[src/rtl/iram_access_ctrl.sv]
// Instruction RAM side-port arbiter: stalls and drains the CPU, then sequences monitor reads/writes; flushes and optionally restarts the CPU on release.
// Latency: grant DRAIN_CYCLES+1 cycles after mon_own; write ack 2 cycles, read ack 3 cycles after mon_valid.
// Backpressure: one outstanding access; mon_valid outside OWN is dropped, and the monitor waits for mon_ack before strobing again.
module iram_access_ctrl #(
    parameter int ADR_W        = 12,
    parameter int DRAIN_CYCLES = 4
) (
    input  logic             clk,
    input  logic             rst_n,
    input  logic             mon_own,
    input  logic             mon_valid,
    input  logic             mon_we,
    input  logic [ADR_W-1:0] mon_adr,
    input  logic [31:0]      mon_wdata,
    input  logic             mon_run,
    input  logic [29:0]      mon_start_adr,
    output logic             mon_ack,
    output logic [31:0]      mon_rdata,
    output logic             mon_granted,
    output logic [ADR_W-1:0] i_ram_radr,
    input  logic [31:0]      i_ram_rdata,
    output logic [ADR_W-1:0] i_ram_wadr,
    output logic [31:0]      i_ram_wdata,
    output logic             i_ram_wen,
    output logic             i_read_sel,
    output logic             cpu_stall,
    output logic             rst_pipe,
    output logic             cpu_start,
    output logic [29:0]      start_adr
);

    typedef enum logic [2:0] {
        S_IDLE,
        S_DRAIN,
        S_OWN,
        S_ACC,
        S_RD,
        S_REL
    } state_t;

    localparam logic [3:0] DRAIN_INIT = 4'(DRAIN_CYCLES - 1);

    state_t           state_q, state_d;
    logic [3:0]       cnt_q, cnt_d;
    logic             latch;
    logic             we_q;
    logic [ADR_W-1:0] adr_q;
    logic [31:0]      wdata_q;
    logic             ack_q;
    logic [31:0]      rdata_q;

    always_comb begin
        state_d = state_q;
        cnt_d   = cnt_q;
        latch   = 1'b0;
        case (state_q)
            S_IDLE: begin
                if (mon_own) begin
                    state_d = S_DRAIN;
                    cnt_d   = DRAIN_INIT;
                end
            end
            S_DRAIN: begin
                if (!mon_own)
                    state_d = S_IDLE;
                else if (cnt_q == 4'd0)
                    state_d = S_OWN;
                else
                    cnt_d = cnt_q - 4'd1;
            end
            S_OWN: begin
                // A strobe wins over a simultaneous release; REL follows once the ack is out.
                if (mon_valid) begin
                    latch   = 1'b1;
                    state_d = S_ACC;
                end else if (!mon_own) begin
                    state_d = S_REL;
                end
            end
            S_ACC:   state_d = we_q ? S_OWN : S_RD;
            S_RD:    state_d = S_OWN;
            S_REL:   state_d = S_IDLE;
            default: state_d = S_IDLE;
        endcase
    end

    always_ff @(posedge clk or negedge rst_n) begin
        if (!rst_n) begin
            state_q <= S_IDLE;
            cnt_q   <= 4'd0;
            we_q    <= 1'b0;
            adr_q   <= '0;
            wdata_q <= '0;
            ack_q   <= 1'b0;
            rdata_q <= '0;
        end else begin
            state_q <= state_d;
            cnt_q   <= cnt_d;
            if (latch) begin
                we_q    <= mon_we;
                adr_q   <= mon_adr;
                wdata_q <= mon_wdata;
            end
            ack_q <= ((state_q == S_ACC) && we_q) || (state_q == S_RD);
            // RAM data for the address presented in ACC arrives during RD.
            if (state_q == S_RD)
                rdata_q <= i_ram_rdata;
        end
    end

    assign mon_ack     = ack_q;
    assign mon_rdata   = rdata_q;
    assign mon_granted = (state_q == S_OWN) || (state_q == S_ACC) || (state_q == S_RD);
    assign i_read_sel  = mon_granted;
    assign i_ram_radr  = adr_q;
    assign i_ram_wadr  = adr_q;
    assign i_ram_wdata = wdata_q;
    assign i_ram_wen   = (state_q == S_ACC) && we_q;
    assign cpu_stall   = (state_q != S_IDLE);
    assign rst_pipe    = (state_q == S_REL);
    assign cpu_start   = (state_q == S_REL) && mon_run;
    assign start_adr   = cpu_start ? mon_start_adr : '0;

endmodule

[config.mk]
export PLATFORM = sky130hd
export DESIGN_NAME = iram_access_ctrl
export DESIGN_NICKNAME = d
export VERILOG_FILES = /design/src/rtl/iram_access_ctrl.sv
export SDC_FILE = /design/constraint.sdc
export NUM_CORES = 1
export LEC_CHECK = 0
export CAP_MARGIN = 0
export CORE_MARGIN = 2
export CORE_UTILIZATION = 38
export CTS_BUF_LIST = sky130_fd_sc_hd__clkbuf_8
export DETAILED_ROUTE_END_ITERATION = 8
export HOLD_SLACK_MARGIN = 0.08
export PLACE_DENSITY = 0.87
export SLEW_MARGIN = 20
export SYNTH_ARGS = -nofsm -noshare
export SYNTH_HDL_FRONTEND = slang
export SYNTH_SLANG_ARGS = --single-unit
[constraint.sdc]
create_clock -name clk -period 2.1 [get_ports clk]
set_input_delay 0.21 -clock clk [delete_from_list [all_inputs] [get_ports clk]]
set_output_delay 0.21 -clock clk [all_outputs]
set_load 0.05 [all_outputs]
## After elaboration in Yosys (flattened, before gate mapping)

Cells that the tools add are included.

| storage, ports and cells | value |
|---|---|
| output and inout bits | 125 |
| memories kept | 0 |
| ROM bits | 0 |
| flip-flop bits (word level) | 85 |
| bits in latches | 0 |
| logic and storage cells | 43 |
| input port bits | 112 |
| memory bits (writable) | 0 |

| operators by class | value |
|---|---|
| magnitude comparators | 0 |
| divide/modulo/power cells | 0 |
| shifts and indexed selects | 0 |
| multiply operators | 0 |
| equal/unequal tests | 10 |
| bitwise logic cells | 0 |
| add/sub/neg operators | 1 |
| muxes and demuxes | 14 |
| reductions and logical operators | 11 |

Operators with widths:

| kind | number |
|---|---|
| $mux 30 | 1 |
| $mux 3 | 6 |
| $pmux 3 s5 | 1 |
| $mux 4 | 3 |
| $pmux 4 s2 | 1 |
| $eq 3x2->1 const B | 2 |
| $eq 3x3->1 const B | 2 |
| $ne 2x2->1 const B | 3 |
| $ne 3x3->1 const B | 2 |
| $logic_not 4->1 | 1 |
| $reduce_and 4->1 | 1 |
| $sub 4x1->4 const B | 1 |
| $eq 3x1->1 const B | 1 |
| $logic_not 3->1 | 1 |
| $logic_or 1x1->1 | 3 |
| $reduce_and 3->1 | 1 |
| $reduce_bool 3->1 | 1 |
| $logic_and 1x1->1 | 2 |
| $mux 1 | 2 |
| $reduce_bool 2->1 | 1 |

## Depth between registers and ports, before layout

Gate-level depths: netlist (run 1).

| depth | value |
|---|---|
| depth in word-level cells | 4 |
| mapped depth | 6 |
| gate-level depth less buffers | 5 |

## Least setup slack after synthesis (run 1)

OpenSTA, ideal clock, no wires.

| path | value |
|---|---|
| path kind | register to output |
| start point | register state_q[1] |
| end point | output port start_adr[21] |
| setup slack | 0.163 ns |
| data arrival time | 1.727 ns |
| required time | 1.890 ns |
| cell stages (with the launch flop) | 5 |
| buffers on the path | 2 |
| path through | dfrtp_1 -> buf_2 -> nor3b_1 -> buf_2 -> and3_1 |

| between the ends | value |
|---|---|
| longest elaborated chain between the ends | 3 |

Ends and longest elaborated chain:

| what | line | text |
|---|---|---|
| start: declaration | 43 | `state_t state_q, state_d;` |
| start signal: assignment | 97 | `state_q <= state_d;` |
| $eq 3x3->1 | - |  |
| via rst_pipe | 27 | `output logic rst_pipe,` |
| $logic_and 1x1->1 | 121 | `assign cpu_start = (state_q == S_REL) && mon_run;` |
| $mux 30 | 122 | `assign start_adr = cpu_start ? mon_start_adr : '0;` |
| end: declaration | 29 | `output logic [29:0] start_adr` |

The timed path passes the listed nets, and every way through them passes these cells.

## Worst setup path in the final report (run 1)

| path | value |
|---|---|
| start point | register state_q[0] |
| end point | output port start_adr[19] |

| between the ends | value |
|---|---|
| longest elaborated chain between the ends | 3 |

Ends and longest elaborated chain:

| what | line |
|---|---|
| $eq 3x3->1 | 121 |
| $logic_and 1x1->1 | 121 |
| $mux 30 | 122 |

No other way between the ends.

==> key figures, run 1 <==
Status
  – Status: completed

Timing
  – Tmin final: 1965 ps
  – Final period utilization: 93.56%
  – Max Fclk: 509.0 MHz
  – Slew Viols, Final: 0
  – Crit path setup slack, layout: around 140 ps
  – Relative slew slack: around three fifths
  – Clk_skew: between 8 and 9 ps
  – Hold WS: 426.5 ps
  – Setup-failing EPs final: 0
  – RSZ-0062 raised after global routing: no
  – Worst slew pin tran: 598.9 ps
  – Final Hold Vio Count: 0
  – Setup TNS: 0 ps

Detailed routing
  – Antenna Violating Nets Remaining: 0
  – Residual DRC count: 0
  – Drt pass-1 iters: 4
  – Vias/cell: 4.701
  – Routed via count: between 2000 and 3000
  – Routed wire length: just over 10000 microns
  – Initial DRC count: 53
  – Drt wl/cell: 16.53 microns

Critical path
  – Reg2Reg Setup Slack: 400 ps
  – Critical path peak fanout: 32
  – RR Endpoint: state_q[1]$_DFFE_PN0P_
  – Critical setup path kind: flop to output port
  – Setup crit end kind: output port
  – Crit path arrival time: 1750 ps
  – Reg-to-reg startpoint: cnt_q[0]$_DFFE_PN0P_
  – R2R cell count: 5
  – Critical Path Source Type: flop
  – Worst Path Required: about 1900 ps

Place
  – IO Port Bufs: 236
  – Pre-CTS setup slack: 248.1 ps
  – GPL Wtd Cong: approximately 0.75
  – Final HPWL DP: 8065 microns

Power and ir drop
  – Worst vdd ir: 1.054 mV
  – Power Density: 1630 mW/mm^2
  – Leakage power: 2.903 nW

Global route
  – First-pass GRT wire length: roughly 16000 microns
  – Initial antenna violation count: 0
  – Overflow after GRT: 0
  – Pin count of the biggest net entering global routing: 48
  – Number of global-route vias before repair: 3111
  – Overall Global Routing Usage: 19.50%

Finish
  – Commonest non-fill, non-tap cell in the layout: clkdlybuf4s50_1
  – Nets: 609
  – Share of layout cells above drive strength 1: 28.66%
  – Diodes inserted: 0
  – Layout area overhead: 82.27%
  – Multi-input gate area: 0.001358 sq mm
  – Register Area: about 0.0021 sq mm
  – Filler cell count: 650
  – Most frequent cells in the layout: clkdlybuf4s50_1 (199), dfrtp_1 (84), mux2_2 (76)

Floorplan
  – Die H: 102.5 microns
  – Rows: 35
  – Initial Utilization: between 30% and 40%
  – Die W: between 100 and 150 microns
  – Die area: 0.01050 sq mm
  – IO Pins: 237
  – Core Region: 0.009328 sq mm

Logic synthesis
  – Ys Warns: 0
  – Syn Area/Cell: 13.80 sq um
  – Post-synthesis cell type count: 35
  – Post-Syn Area: 0.003685 sq mm
  – Cells after Synth: 267
  – FF+latch count, synth: 85
  – Sequential area share after synthesis: 57.72%
  – Net count after synthesis: 381

Clock network
  – Max Root-Sink Buffers: 2
  – Worst-skew pair later-pin latency: 340 ps
  – Total CTS buffers: 9
  – Worst-path clk slew: 90 ps
  – Clk sink count: 85
  – CTS tree: done
  – H-tree depth: 3
  – Root Buffer: clkbuf_8

Job
  – # Max-Cap Violations: 0

Worst hold path
  – Hold Crit Class: input pin to async pin
worst max-delay path, cell delays in order (launching register included):
cell and delay (ps):
dfrtp_1 350, buf_4 200, nor3b_4 240, buf_12 200, and3_1 260, buf_12 160
routing by layer:
metal	global-route usage (%)	vias to the layer above	share of wire [%]
li1	-	1384	-
met1	23.36	1432	38
met2	33.84	124	53
met3	6.361	12	7.7
met4	5.128	0	1.3
met5	0	-	0
cell families after synthesis:
family / synth area share, %
AOI/OAI and AO/OA: 2.139
adders and majority gates: 0.6790
buffers and inverters: 5.738
DFF: 57.72
muxes: 23.80
and+or+nand+nor: 9.915
flip-flops by register name, summed over array words and instances, names as in the netlist:
name,count
we_q,1
mon_rdata,32
state_q,3
i_ram_radr,12
mon_ack,1
i_ram_wdata,32
cnt_q,4
report_power, final:
group	switching (W)	internal [W]
Sequential	0.000469	0.00243
Clock	0.000575	0.000700
Combinational	0.00422	0.00256
worst max-delay path by stage:
stage	start	end	slack [ps]
after floorplan	state_q[1]$_DFFE_PN0P_	start_adr[21]	160
after global placement	mon_own	cnt_q[2]$_DFFE_PN0P_	280
after detailed placement	mon_own	state_q[1]$_DFFE_PN0P_	250
after CTS	state_q[0]$_DFFE_PN0P_	i_read_sel	40
after global routing	state_q[0]$_DFFE_PN0P_	start_adr[19]	20
final	state_q[0]$_DFFE_PN0P_	start_adr[19]	140
synthesized netlist by cell type, drive strengths merged:
library cell / number / share of area [%]
dfrtp: 85 / 58
mux2: 77 / 24
and3: 31 / 5.3
buf: 23 / 4.6
clkbuf: 7 / 0.75
inv: 4 / 0.41
nor2b: 4 / 0.68
nor3b: 4 / 1.1
nand2: 3 / 0.31
nor2: 3 / 0.31
a22oi: 2 / 0.41
and2: 2 / 0.34
ha: 2 / 0.68
o21ai: 2 / 0.27
or2: 2 / 0.34
or3: 2 / 0.34
a2111oi: 1 / 0.24
a21o: 1 / 0.20
a21oi: 1 / 0.14
a311oi: 1 / 0.24
and4bb: 1 / 0.34
mux2i: 1 / 0.27
nand2b: 1 / 0.17
nand3: 1 / 0.14
nor3: 1 / 0.14
o21a: 1 / 0.20
o31ai: 1 / 0.20
o41ai: 1 / 0.24
or3b: 1 / 0.24
or4: 1 / 0.20
per-stage QoR:
step           std cells  utilization, %  instance area [sq um]  power (W)
2_1_floorplan        267               -                   3685   0.007388
3_3_place_gp         610           69.28                   6462   0.009564
3_5_place_dp         610           69.28                   6462   0.009739
4_1_cts              626           71.76                   6694    0.01105
5_1_grt              628           72.01                   6716    0.01142
6_report             628           72.01                   6716    0.01095
layout make-up:
cell class | count | share of cell area (%)
tap | 129 | 2.403
clock buffer | 10 | 2.049
inverter | 4 | 0.2235
timing repair buffer | 247 | 42.16
multi-input combinational | 148 | 20.21
sequential | 85 | 31.69
clock inverter | 5 | 1.267
what timing repair did:
| item | CTS | global route |
|---|---|---|
| hold endpoints to repair | 46 | 0 |
| gates resized for setup | 1 | 2 |
| setup buffers | 0 | 2 |
| hold buffers | 1 | 0 |
| endpoints found under the setup margin | 1 | 3 |
| pin swaps | 0 | 1 |
Power figures use the tool's default switching activity.
==> run 2, diff against run 1 <==
--- a/config.mk
+++ b/config.mk
@@ -12,7 +12,7 @@
 export DETAILED_ROUTE_END_ITERATION = 8
 export HOLD_SLACK_MARGIN = 0.08
 export PLACE_DENSITY = 0.87
-export SLEW_MARGIN = 20
+export SLEW_MARGIN = 5
 export SYNTH_ARGS = -nofsm -noshare
 export SYNTH_HDL_FRONTEND = slang
 export SYNTH_SLANG_ARGS = --single-unit
==> results of run 2 <==
Same layout as run 1: the final DEF is identical, and so are final timing and power.
==> run 3, diff against run 2 <==
--- a/config.mk
+++ b/config.mk
@@ -7,11 +7,11 @@
 export LEC_CHECK = 0
 export CAP_MARGIN = 0
 export CORE_MARGIN = 2
-export CORE_UTILIZATION = 38
+export CORE_UTILIZATION = 34
 export CTS_BUF_LIST = sky130_fd_sc_hd__clkbuf_8
 export DETAILED_ROUTE_END_ITERATION = 8
 export HOLD_SLACK_MARGIN = 0.08
-export PLACE_DENSITY = 0.87
+export PLACE_DENSITY = 0.82
 export SLEW_MARGIN = 5
 export SYNTH_ARGS = -nofsm -noshare
 export SYNTH_HDL_FRONTEND = slang
==> constraint.sdc (replaced) <==
create_clock -name clk -period 1.7 [get_ports clk]
set_input_delay 0.17 -clock clk [delete_from_list [all_inputs] [get_ports clk]]
set_output_delay 0.17 -clock clk [all_outputs]
set_load 0.05 [all_outputs]
==> key figures, run 3 (synthesis gave the netlist of run 1 again) <==
Detailed routing
  – Antenna Violating Nets Remaining: 0
  – Vias/cell: roughly 4.6
  – Routed via count: 3023
  – Residual DRC count: 0
  – Drt pass-1 iters: 4
  – Drt wl/cell: between 15 and 20 microns
  – Routed wire length: 10810 microns
  – Initial DRC count: 82

Floorplan
  – IO Pins: 237
  – Core Region: 0.01070 sq mm
  – Rows: 38
  – Die area: ~0.012 sq mm
  – Die H: 108.1 microns
  – Initial Utilization: about 34%
  – Die W: 108.1 microns

Critical path
  – Critical setup path kind: flop to output port
  – Reg2Reg Setup Slack: -30 ps
  – Crit path arrival time: 1590 ps
  – Critical path peak fanout: 32
  – RR Endpoint: cnt_q[2]$_DFFE_PN0P_
  – Setup crit end kind: output port
  – Reg-to-reg startpoint: state_q[1]$_DFFE_PN0P_
  – Critical Path Source Type: flop
  – Worst Path Required: between 1500 and 2000 ps
  – R2R cell count: 5

Finish
  – Post-route insts no fill: 655
  – Most frequent cells in the layout: clkdlybuf4s50_1 (110), dfrtp_1 (82), mux2_2 (76)
  – Nets: 624
  – Final Core Density: 65.37%
  – Diodes inserted: 0
  – Share of layout cells above drive strength 1: 42.72%
  – Register Area: 0.002131 sq mm
  – Multi-input gate area: around 0.0014 sq mm
  – Filler cell count: about 800
  – Layout area overhead: 89.78%
  – Commonest non-fill, non-tap cell in the layout: clkdlybuf4s50_1

Status
  – Status: complete, but fails checks
  – Failing checks: setup timing

Clock network
  – Root Buffer: clkbuf_8
  – Max Root-Sink Buffers: 2
  – Worst-skew pair later-pin latency: 350 ps
  – Worst-path clk slew: 100 ps
  – Total CTS buffers: 9
  – H-tree depth: 3
  – CTS tree: done
  – Clk sink count: 85

Global route
  – Overflow after GRT: 0
  – First-pass GRT wire length: 15680 microns
  – Overall Global Routing Usage: 17.18%
  – Initial antenna violation count: 0
  – Number of global-route vias before repair: 3102
  – Pin count of the biggest net entering global routing: 40

Job
  – # Max-Cap Violations: 0

Worst hold path
  – Hold Crit Class: input pin to async pin

Timing
  – Final Hold Vio Count: 0
  – Worst slew pin tran: 520.9 ps
  – Setup-failing EPs final: 34
  – Tmin final: 1763 ps
  – Clk_skew: 17.94 ps
  – Relative slew slack: 65.22%
  – RSZ-0062 raised after global routing: yes
  – Max Fclk: 567.4 MHz
  – Final period utilization: 103.7%
  – Crit path setup slack, layout: -62.55 ps
  – Slew Viols, Final: 0

Place
  – Pre-CTS setup slack: 24.49 ps
  – Final HPWL DP: 7833 microns
  – Inst Count DP: around 620
  – IO Port Bufs: 236
  – GPL Wtd Cong: roughly 0.78

Power and ir drop
  – Leakage power: 3.428 nW
  – Worst vdd ir: 1.186 mV
  – Power Density: 1924 mW/mm^2
## run 3: how the worst max path moves through the flow
stage,startpoint,to,cells past startpoint
5_1_grt,state_q[1]$_DFFE_PN0P_,start_adr[19],4
6_report,state_q[2]$_DFFE_PN0P_,start_adr[19],5
2_1_floorplan,state_q[1]$_DFFE_PN0P_,mon_granted,5
3_3_place_gp,mon_own,cnt_q[2]$_DFFE_PN0P_,4
3_5_place_dp,mon_valid,i_ram_wdata[28]$_DFFE_PN0P_,4
4_1_cts,state_q[1]$_DFFE_PN0P_,start_adr[19],4
## run 3: repair_timing
action	CTS	global route
gates cloned	0	4
buffers inserted	7	3
pin swaps	0	2
resized for setup	51	37
setup endpoints to repair	77	110
hold endpoints to repair	33	0
hold buffers	1	0
## run 3: per-stage QoR
step	power, W	hold slack (ps)	setup TNS, ps	area, sq um
2_1_floorplan	0.009143	-125.6	0	3726
3_3_place_gp	0.01179	142.0	0	6510
3_5_place_dp	0.01196	147.2	0	6510
4_1_cts	0.01345	302.9	-2664	6798
5_1_grt	0.01406	329.4	-5403	6993
6_report	0.01346	301.2	-1476	6993
## run 3: cell type report
class,count,share of cell area (%)
repair buffers,262,42.92
flip-flops and latches,85,30.47
multi-input cells,148,20.59
well taps,140,2.505
clock buffers,10,1.968
clock inverters,6,1.324
inverters,4,0.2147
## run 3: power by group
| group | internal, W | switching, W | leakage (nW) |
|---|---|---|---|
| clock | 0.000878 | 0.000746 | 0.110 |
| sequential | 0.00300 | 0.000537 | 1.03 |
| combinational | 0.00299 | 0.00530 | 2.29 |
| total | 0.00687 | 0.00658 | 3.43 |
## run 3: metal layers
metal / vias up / track usage (%) / routed length (microns)
met1: 1467 / 20.67 / 4326
li1: 1423 / - / -
met3: 11 / 5.184 / 799
met4: 0 / 5.311 / 124
met5: - / 0 / 0
met2: 122 / 29.60 / 5562
## run 3: worst max-delay path, cell delays in order (launching register included)
cell and delay, ps:
dfrtp_2 370, inv_1 80, nor3b_4 230, buf_12 200, and3_2 230, buf_12 140
